<file path="config.mk">
export PLATFORM = sky130hd
export DESIGN_NAME = fsm_bit_serializer
export DESIGN_NICKNAME = d
export VERILOG_FILES = /design/src/rtl/fsm_bit_serializer_pkg.sv /design/src/rtl/ser_fifo.sv /design/src/rtl/fsm_bit_serializer.sv
export SDC_FILE = /design/constraint.sdc
export NUM_CORES = 1
export LEC_CHECK = 0
export ABC_AREA = 1
export BUFFER_PORTS_ARGS = -buffer_cell sky130_fd_sc_hd__buf_2
export CORE_MARGIN = 2
export CORE_UTILIZATION = 55
export DETAILED_ROUTE_END_ITERATION = 10
export PLACE_DENSITY = 0.82
export SLEW_MARGIN = 20
export SYNTH_ARGS = -nofsm -noshare
export SYNTH_HDL_FRONTEND = slang
export SYNTH_SLANG_ARGS = --single-unit
</file>
<file path="constraint.sdc">
create_clock -name clk -period 3.9 [get_ports clk]
set_input_delay 0.78 -clock clk [delete_from_list [all_inputs] [get_ports clk]]
set_output_delay 0.78 -clock clk [all_outputs]
set_load 0.01 [all_outputs]
</file>
<file path="src/rtl/fsm_bit_serializer_pkg.sv">
// Shared types for the bit serializer feeding the 010 sequence detector.
package fsm_bit_serializer_pkg;

    typedef enum logic [0:0] {
        SER_IDLE  = 1'b0,
        SER_SHIFT = 1'b1
    } ser_state_e;

    localparam int unsigned SER_CNT_W = 10;

endpackage

</file>
<file path="src/rtl/ser_fifo.sv">
// Synchronous first-word-fallthrough FIFO buffering serializer input words.
module ser_fifo #(
    parameter int unsigned DATA_W     = 8,
    parameter int unsigned FIFO_DEPTH = 4
) (
    input  logic              clk,
    input  logic              rst,
    input  logic              wr_en,
    input  logic [DATA_W-1:0] din,
    input  logic              rd_en,
    output logic [DATA_W-1:0] dout,
    output logic              full,
    output logic              empty
);

    localparam int unsigned PTR_W = $clog2(FIFO_DEPTH);
    localparam int unsigned CNT_W = PTR_W + 1;

    logic [DATA_W-1:0] mem_q [FIFO_DEPTH];
    logic [PTR_W-1:0]  wr_ptr_q, wr_ptr_d;
    logic [PTR_W-1:0]  rd_ptr_q, rd_ptr_d;
    logic [CNT_W-1:0]  count_q, count_d;
    logic              wr_ok, rd_ok;

    assign full  = (count_q == CNT_W'(FIFO_DEPTH));
    assign empty = (count_q == '0);
    assign dout  = mem_q[rd_ptr_q];

    // A full FIFO refuses writes even when a read happens on the same edge.
    assign wr_ok = wr_en && !full;
    assign rd_ok = rd_en && !empty;

    always_comb begin
        wr_ptr_d = wr_ptr_q;
        rd_ptr_d = rd_ptr_q;
        count_d  = count_q;
        if (wr_ok) wr_ptr_d = wr_ptr_q + PTR_W'(1);
        if (rd_ok) rd_ptr_d = rd_ptr_q + PTR_W'(1);
        if (wr_ok && !rd_ok)      count_d = count_q + CNT_W'(1);
        else if (!wr_ok && rd_ok) count_d = count_q - CNT_W'(1);
    end

    always_ff @(posedge clk or negedge rst) begin
        if (!rst) begin
            wr_ptr_q <= '0;
            rd_ptr_q <= '0;
            count_q  <= '0;
        end else begin
            wr_ptr_q <= wr_ptr_d;
            rd_ptr_q <= rd_ptr_d;
            count_q  <= count_d;
        end
    end

    always_ff @(posedge clk) begin
        if (wr_ok) mem_q[wr_ptr_q] <= din;
    end

endmodule

</file>
<file path="src/rtl/fsm_bit_serializer.sv">
// Buffers parallel words and shifts them out one bit per clock on x.
// Optional even-parity trailer bit enabled by defining FSM_SER_PARITY_EN.
module fsm_bit_serializer
    import fsm_bit_serializer_pkg::*;
#(
    parameter int unsigned DATA_W     = 8,
    parameter int unsigned FIFO_DEPTH = 4,
    parameter logic        IDLE_BIT   = 1'b1,
    parameter int unsigned MSB_FIRST  = 1
) (
    input  logic                 clk,
    input  logic                 rst,
    input  logic [DATA_W-1:0]    in_data,
    input  logic                 in_valid,
    output logic                 in_ready,
    output logic                 x,
    output logic                 x_valid,
    output logic                 busy,
    output logic [SER_CNT_W-1:0] words_sent
);

`ifdef FSM_SER_PARITY_EN
    localparam int unsigned FRAME_W = DATA_W + 1;
`else
    localparam int unsigned FRAME_W = DATA_W;
`endif
    localparam int unsigned          BIT_CNT_W = $clog2(FRAME_W + 1);
    localparam logic [BIT_CNT_W-1:0] LAST_BIT  = BIT_CNT_W'(FRAME_W - 1);

    ser_state_e             state_q, state_d;
    logic [BIT_CNT_W-1:0]   bit_cnt_q, bit_cnt_d;
    logic [DATA_W-1:0]      shreg_q, shreg_d;
    logic                   x_q, x_d;
    logic                   x_valid_q, x_valid_d;
    logic [SER_CNT_W-1:0]   words_sent_q, words_sent_d;
`ifdef FSM_SER_PARITY_EN
    logic                   parity_q, parity_d;
`endif

    logic              fifo_full, fifo_empty, fifo_wr, fifo_rd;
    logic [DATA_W-1:0] fifo_dout;
    logic              load, last_bit;

    assign in_ready = rst && !fifo_full;
    assign fifo_wr  = in_valid && in_ready;

    ser_fifo #(
        .DATA_W     (DATA_W),
        .FIFO_DEPTH (FIFO_DEPTH)
    ) u_fifo (
        .clk   (clk),
        .rst   (rst),
        .wr_en (fifo_wr),
        .din   (in_data),
        .rd_en (fifo_rd),
        .dout  (fifo_dout),
        .full  (fifo_full),
        .empty (fifo_empty)
    );

    function automatic logic head_bit(input logic [DATA_W-1:0] v);
        return (MSB_FIRST != 0) ? v[DATA_W-1] : v[0];
    endfunction

    function automatic logic [DATA_W-1:0] shift_out(input logic [DATA_W-1:0] v);
        return (MSB_FIRST != 0) ? {v[DATA_W-2:0], 1'b0} : {1'b0, v[DATA_W-1:1]};
    endfunction

    always_ff @(posedge clk or negedge rst) begin
        if (!rst) begin
            state_q      <= SER_IDLE;
            bit_cnt_q    <= '0;
            shreg_q      <= '0;
            x_q          <= IDLE_BIT;
            x_valid_q    <= 1'b0;
            words_sent_q <= '0;
`ifdef FSM_SER_PARITY_EN
            parity_q     <= 1'b0;
`endif
        end else begin
            state_q      <= state_d;
            bit_cnt_q    <= bit_cnt_d;
            shreg_q      <= shreg_d;
            x_q          <= x_d;
            x_valid_q    <= x_valid_d;
            words_sent_q <= words_sent_d;
`ifdef FSM_SER_PARITY_EN
            parity_q     <= parity_d;
`endif
        end
    end

    // Next-state: a waiting word is loaded on the same edge the previous frame ends.
    always_comb begin
        state_d  = state_q;
        load     = 1'b0;
        last_bit = (state_q == SER_SHIFT) && (bit_cnt_q == LAST_BIT);
        case (state_q)
            SER_IDLE: begin
                if (!fifo_empty) begin
                    load    = 1'b1;
                    state_d = SER_SHIFT;
                end
            end
            SER_SHIFT: begin
                if (last_bit) begin
                    if (!fifo_empty) load = 1'b1;
                    else             state_d = SER_IDLE;
                end
            end
            default: state_d = SER_IDLE;
        endcase
    end

    always_comb begin
        bit_cnt_d    = bit_cnt_q;
        shreg_d      = shreg_q;
        x_d          = x_q;
        x_valid_d    = x_valid_q;
        words_sent_d = last_bit ? words_sent_q + SER_CNT_W'(1) : words_sent_q;
        fifo_rd      = load;
`ifdef FSM_SER_PARITY_EN
        parity_d     = parity_q;
`endif
        if (load) begin
            bit_cnt_d = '0;
            x_d       = head_bit(fifo_dout);
            shreg_d   = shift_out(fifo_dout);
            x_valid_d = 1'b1;
`ifdef FSM_SER_PARITY_EN
            parity_d  = ^fifo_dout;
`endif
        end else if (last_bit) begin
            bit_cnt_d = '0;
            x_d       = IDLE_BIT;
            x_valid_d = 1'b0;
        end else if (state_q == SER_SHIFT) begin
            bit_cnt_d = bit_cnt_q + BIT_CNT_W'(1);
            shreg_d   = shift_out(shreg_q);
`ifdef FSM_SER_PARITY_EN
            x_d       = (bit_cnt_q == BIT_CNT_W'(DATA_W - 1)) ? parity_q : head_bit(shreg_q);
`else
            x_d       = head_bit(shreg_q);
`endif
        end
    end

    assign x          = x_q;
    assign x_valid    = x_valid_q;
    assign words_sent = words_sent_q;
    assign busy       = (state_q == SER_SHIFT) || !fifo_empty;

endmodule

</file>
==> flow_results.xml <==
<?xml version="1.0" encoding="UTF-8"?>
<metrics>
  <group name="floorplanning">
    <metric name="core_area" unit="µm²">5070</metric>
    <metric name="start_util" unit="">0.567</metric>
    <metric name="die-height" unit="µm">76.3</metric>
    <metric name="io_pins" unit="">25</metric>
    <metric name="design.die.area" unit="µm²">5820</metric>
    <metric name="die_w" unit="µm">76.3</metric>
    <metric name="std_cell_rows" unit="">26</metric>
  </group>
  <group name="timing">
    <metric name="layout_setup_ws" unit="ns">1.63</metric>
    <metric name="finalMaxSlewViolations" unit="">0</metric>
    <metric name="fmaxAchievable" unit="MHz">440</metric>
    <metric name="finalSetupViolations" unit="">0</metric>
    <metric name="worst_slew_margin_rel" unit="">0.465</metric>
    <metric name="final.min_clock_period" unit="ns">2.27</metric>
    <metric name="worst-slew-pin-transition" unit="ns">0.799</metric>
    <metric name="final.setup_skew" unit="ns">0.00476</metric>
    <metric name="grt_setup_unrepaired" unit="">no</metric>
    <metric name="finalHoldViolCount" unit="">0</metric>
    <metric name="fin_setup_tns" unit="ns">0</metric>
    <metric name="layout_worst_path_cycle_share" unit="">0.582</metric>
  </group>
  <group name="power">
    <metric name="p_leak" unit="nW">1.52</metric>
    <metric name="power.density_cell_area" unit="nW/µm²">671</metric>
    <metric name="ir_worst_vdd" unit="mV">0.414</metric>
  </group>
  <group name="setup_path">
    <metric name="crit_start" unit="">u_fifo.count_q[1]</metric>
    <metric name="path_class" unit="">register to primary output</metric>
    <metric name="worstRegToRegCells" unit="">10</metric>
    <metric name="setup.worst_path.end_class" unit="">primary output</metric>
    <metric name="worst-endpoint-arrival" unit="ns">1.49</metric>
    <metric name="worst-r2r-setup-slack" unit="ns">1.78</metric>
    <metric name="worst-endpoint-required" unit="ns">3.12</metric>
    <metric name="critical_path_cell_count" unit="">5</metric>
    <metric name="max_incr_delay_on_cp" unit="ns">0.40</metric>
    <metric name="critical_path_buf_inv_count" unit="">3</metric>
    <metric name="reg2reg_from" unit="">bit_cnt_q[0]</metric>
    <metric name="worst_r2r_endpoint" unit="">u_fifo.count_q[2]</metric>
    <metric name="worstSetupEndpoint" unit="">busy</metric>
    <metric name="timing.critical_path.cells" unit="">inv_1, nand3_4, nor2_2, inv_2, buf_2</metric>
    <metric name="worst_path_max_delay_cell" unit="">sky130_fd_sc_hd__dfrtp_1</metric>
    <metric name="crit_path_start_kind" unit="">register</metric>
    <metric name="worstPathMaxFanout" unit="">9</metric>
    <metric name="cpLargestDelayFamily" unit="">buffers and inverters</metric>
  </group>
  <group name="yosys">
    <metric name="synth.ff_latch_count" unit="">63</metric>
    <metric name="post_synth_instance_area" unit="µm²">2880</metric>
    <metric name="syn_area_per_cell" unit="µm²">9.85</metric>
    <metric name="ys_seq_area_frac" unit="">0.604</metric>
    <metric name="synth_warnings" unit="">0</metric>
    <metric name="net_count_after_synthesis" unit="">311</metric>
    <metric name="netlist-cell-type-count" unit="">31</metric>
    <metric name="cells_after_synthesis" unit="">292</metric>
  </group>
  <group name="clock_network">
    <metric name="clkSinkCount" unit="">63</metric>
    <metric name="cts_htree_levels" unit="">3</metric>
    <metric name="count_of_hold_buffers_inserted_by_post_cts_repair" unit="">0</metric>
    <metric name="tritoncts" unit="">built</metric>
    <metric name="clockRootBuffer" unit="">sky130_fd_sc_hd__clkbuf_8</metric>
    <metric name="clock_tree.buffer_depth" unit="">2</metric>
    <metric name="tritoncts.num_buffers" unit="">9</metric>
    <metric name="cts_setup_buffers" unit="">0</metric>
    <metric name="clk-insertion-delay-late" unit="ns">0.33</metric>
    <metric name="cts.clk_slew.worst_paths" unit="ns">0.07</metric>
    <metric name="post_cts_resized" unit="">0</metric>
  </group>
  <group name="placement">
    <metric name="detailed_placement_hpwl" unit="µm">3440</metric>
    <metric name="placement.setup.worst_slack" unit="ns">1.55</metric>
    <metric name="gpl.final_weighted_congestion" unit="">0.793</metric>
    <metric name="port-buffer-count" unit="">24</metric>
  </group>
  <group name="final_layout">
    <metric name="layout.core_utilization" unit="">0.644</metric>
    <metric name="filler_cell_count" unit="">407</metric>
    <metric name="multi_input_comb_area" unit="µm²">967</metric>
    <metric name="synthesis_to_finish_area_growth" unit="%">13.6</metric>
    <metric name="drive_above_1_share" unit="">0.167</metric>
    <metric name="num-nets-final" unit="">343</metric>
    <metric name="final_antenna_diode_count" unit="">0</metric>
    <metric name="regArea" unit="µm²">1740</metric>
  </group>
  <group name="grt">
    <metric name="grt_start_max_net_pins" unit="">32</metric>
    <metric name="gr-usage-all-layers" unit="">0.198</metric>
    <metric name="global_route_wire_length_before_repair" unit="µm">8810</metric>
    <metric name="grt-ovfl-total" unit="">0</metric>
    <metric name="grt_pass1_vias" unit="">1941</metric>
    <metric name="antenna_violations_before_repair" unit="">0</metric>
  </group>
  <group name="route">
    <metric name="wire_per_inst" unit="µm">12.5</metric>
    <metric name="drt_wl_total" unit="µm">4990</metric>
    <metric name="vias" unit="">1975</metric>
    <metric name="drc" unit="">0</metric>
    <metric name="total_iterations_of_the_first_detailed_routing_run" unit="">4</metric>
    <metric name="post_drt_via_cell_ratio" unit="">4.95</metric>
    <metric name="drt_iter0_markers" unit="">101</metric>
    <metric name="drt.antenna.violating_nets" unit="">0</metric>
  </group>
  <group name="min_path">
    <metric name="hp-class" unit="">register to register</metric>
  </group>
  <group name="outcome">
    <metric name="status" unit="">finished clean</metric>
  </group>
  <group name="flow_run">
    <metric name="cap_violations" unit="">0</metric>
  </group>
</metrics>
registers in the layout, indices dropped and copies added (netlist names):
register         flops
u_fifo.mem_q        32
words_sent          10
shreg_q              7
bit_cnt_q            4
u_fifo.count_q       3
u_fifo.rd_ptr_q      2
u_fifo.wr_ptr_q      2
state_q              1
x                    1
x_valid              1
per-stage QoR:
| stage | hold WS (ns) | instance area (µm²) | instances | power [W] |
|---|---|---|---|---|
| final | 0.473 | 3270 | 399 | 0.00219 |
| after floorplan | 0.449 | 2880 | 292 | 0.00147 |
| after CTS | 0.472 | 3270 | 399 | 0.00221 |
| after global routing | 0.517 | 3270 | 399 | 0.00236 |
| after global placement | 0.452 | 3070 | 383 | 0.00160 |
| after detailed placement | 0.463 | 3070 | 383 | 0.00164 |
routing by layer:
metal | vias up | global-route usage | share of wire
met1 | 914 | 0.247 | 0.45
met4 | 0 | 0.115 | 0.025
li1 | 1004 | - | -
met2 | 44 | 0.312 | 0.48
met3 | 13 | 0.0533 | 0.044
met5 | - | 0 | 0
synth_stat cells (all sizes together):
cell,n,area share
a22oi,1,0.0026
buf,4,0.0087
inv,37,0.049
o21ai,18,0.031
fa,1,0.0070
xnor2,3,0.0091
ha,7,0.030
dfstp,1,0.0091
nand3,20,0.039
dfrtp,30,0.26
edfxtp,32,0.33
nand2,80,0.11
xor2,5,0.015
nand4,6,0.018
and2,1,0.0022
nor2,36,0.056
a21oi,7,0.012
nor3,1,0.0017
clkinv,1,0.0017
or2,1,0.0022
cell usage in the layout (no fill, tap or decap), types with 2 or more instances in the layout:
master / count
sky130_fd_sc_hd__nand2_1: 77
sky130_fd_sc_hd__nor2_1: 33
sky130_fd_sc_hd__inv_1: 32
sky130_fd_sc_hd__edfxtp_1: 32
sky130_fd_sc_hd__dfrtp_1: 30
sky130_fd_sc_hd__buf_2: 24
sky130_fd_sc_hd__nand3_1: 19
sky130_fd_sc_hd__o21ai_0: 17
sky130_fd_sc_hd__clkbuf_8: 11
sky130_fd_sc_hd__a21oi_1: 7
sky130_fd_sc_hd__ha_1: 7
sky130_fd_sc_hd__xor2_1: 5
sky130_fd_sc_hd__nand4_1: 5
sky130_fd_sc_hd__inv_2: 4
sky130_fd_sc_hd__clkinv_2: 4
sky130_fd_sc_hd__xnor2_1: 3
sky130_fd_sc_hd__nand2_2: 2
power breakdown:
group          internal, W  switching (W)
Sequential        0.000855       0.000134
Clock             0.000327       0.000236
Combinational     0.000230       0.000410
cell families after synthesis:
group                      after synthesis  synth area share
adders and majority gates                8            0.0374
xor gates and xnor gates                 8            0.0244
AOI/OAI and AO/OA                       26            0.0461
DFF                                     63             0.604
buffers and inverters                   42            0.0596
and+or+nand+nor                        145             0.228
final cells by class:
type / count / share of cell area
Multi-Input combinational cell: 187 / 0.296
Tap cell: 70 / 0.0268
Sequential cell: 63 / 0.532
Timing Repair Buffer: 25 / 0.0391
Clock inverter: 4 / 0.0138
Inverter: 38 / 0.0448
Clock buffer: 12 / 0.0475
worst register-to-register path, stage by stage, from the launching register on:
cell	delay [ns]
sky130_fd_sc_hd__dfrtp_1	0.38
sky130_fd_sc_hd__ha_1	0.27
sky130_fd_sc_hd__nand3_1	0.13
sky130_fd_sc_hd__nand2_2	0.10
sky130_fd_sc_hd__nand2_4	0.13
sky130_fd_sc_hd__ha_1	0.15
sky130_fd_sc_hd__inv_1	0.06
sky130_fd_sc_hd__fa_1	0.37
sky130_fd_sc_hd__a21oi_1	0.14
sky130_fd_sc_hd__o21ai_0	0.10
sky130_fd_sc_hd__xor2_1	0.15
worst min path at each step:
stage / startpoint / end / cells after the start
floorplan: shreg_q[1] / shreg_q[1] / 2
finish: x / x / 2
detailed placement: x / x / 2
CTS: x / x / 2
global route: x / x / 2
global placement: x / x / 2
Power figures use the tool's default switching activity.
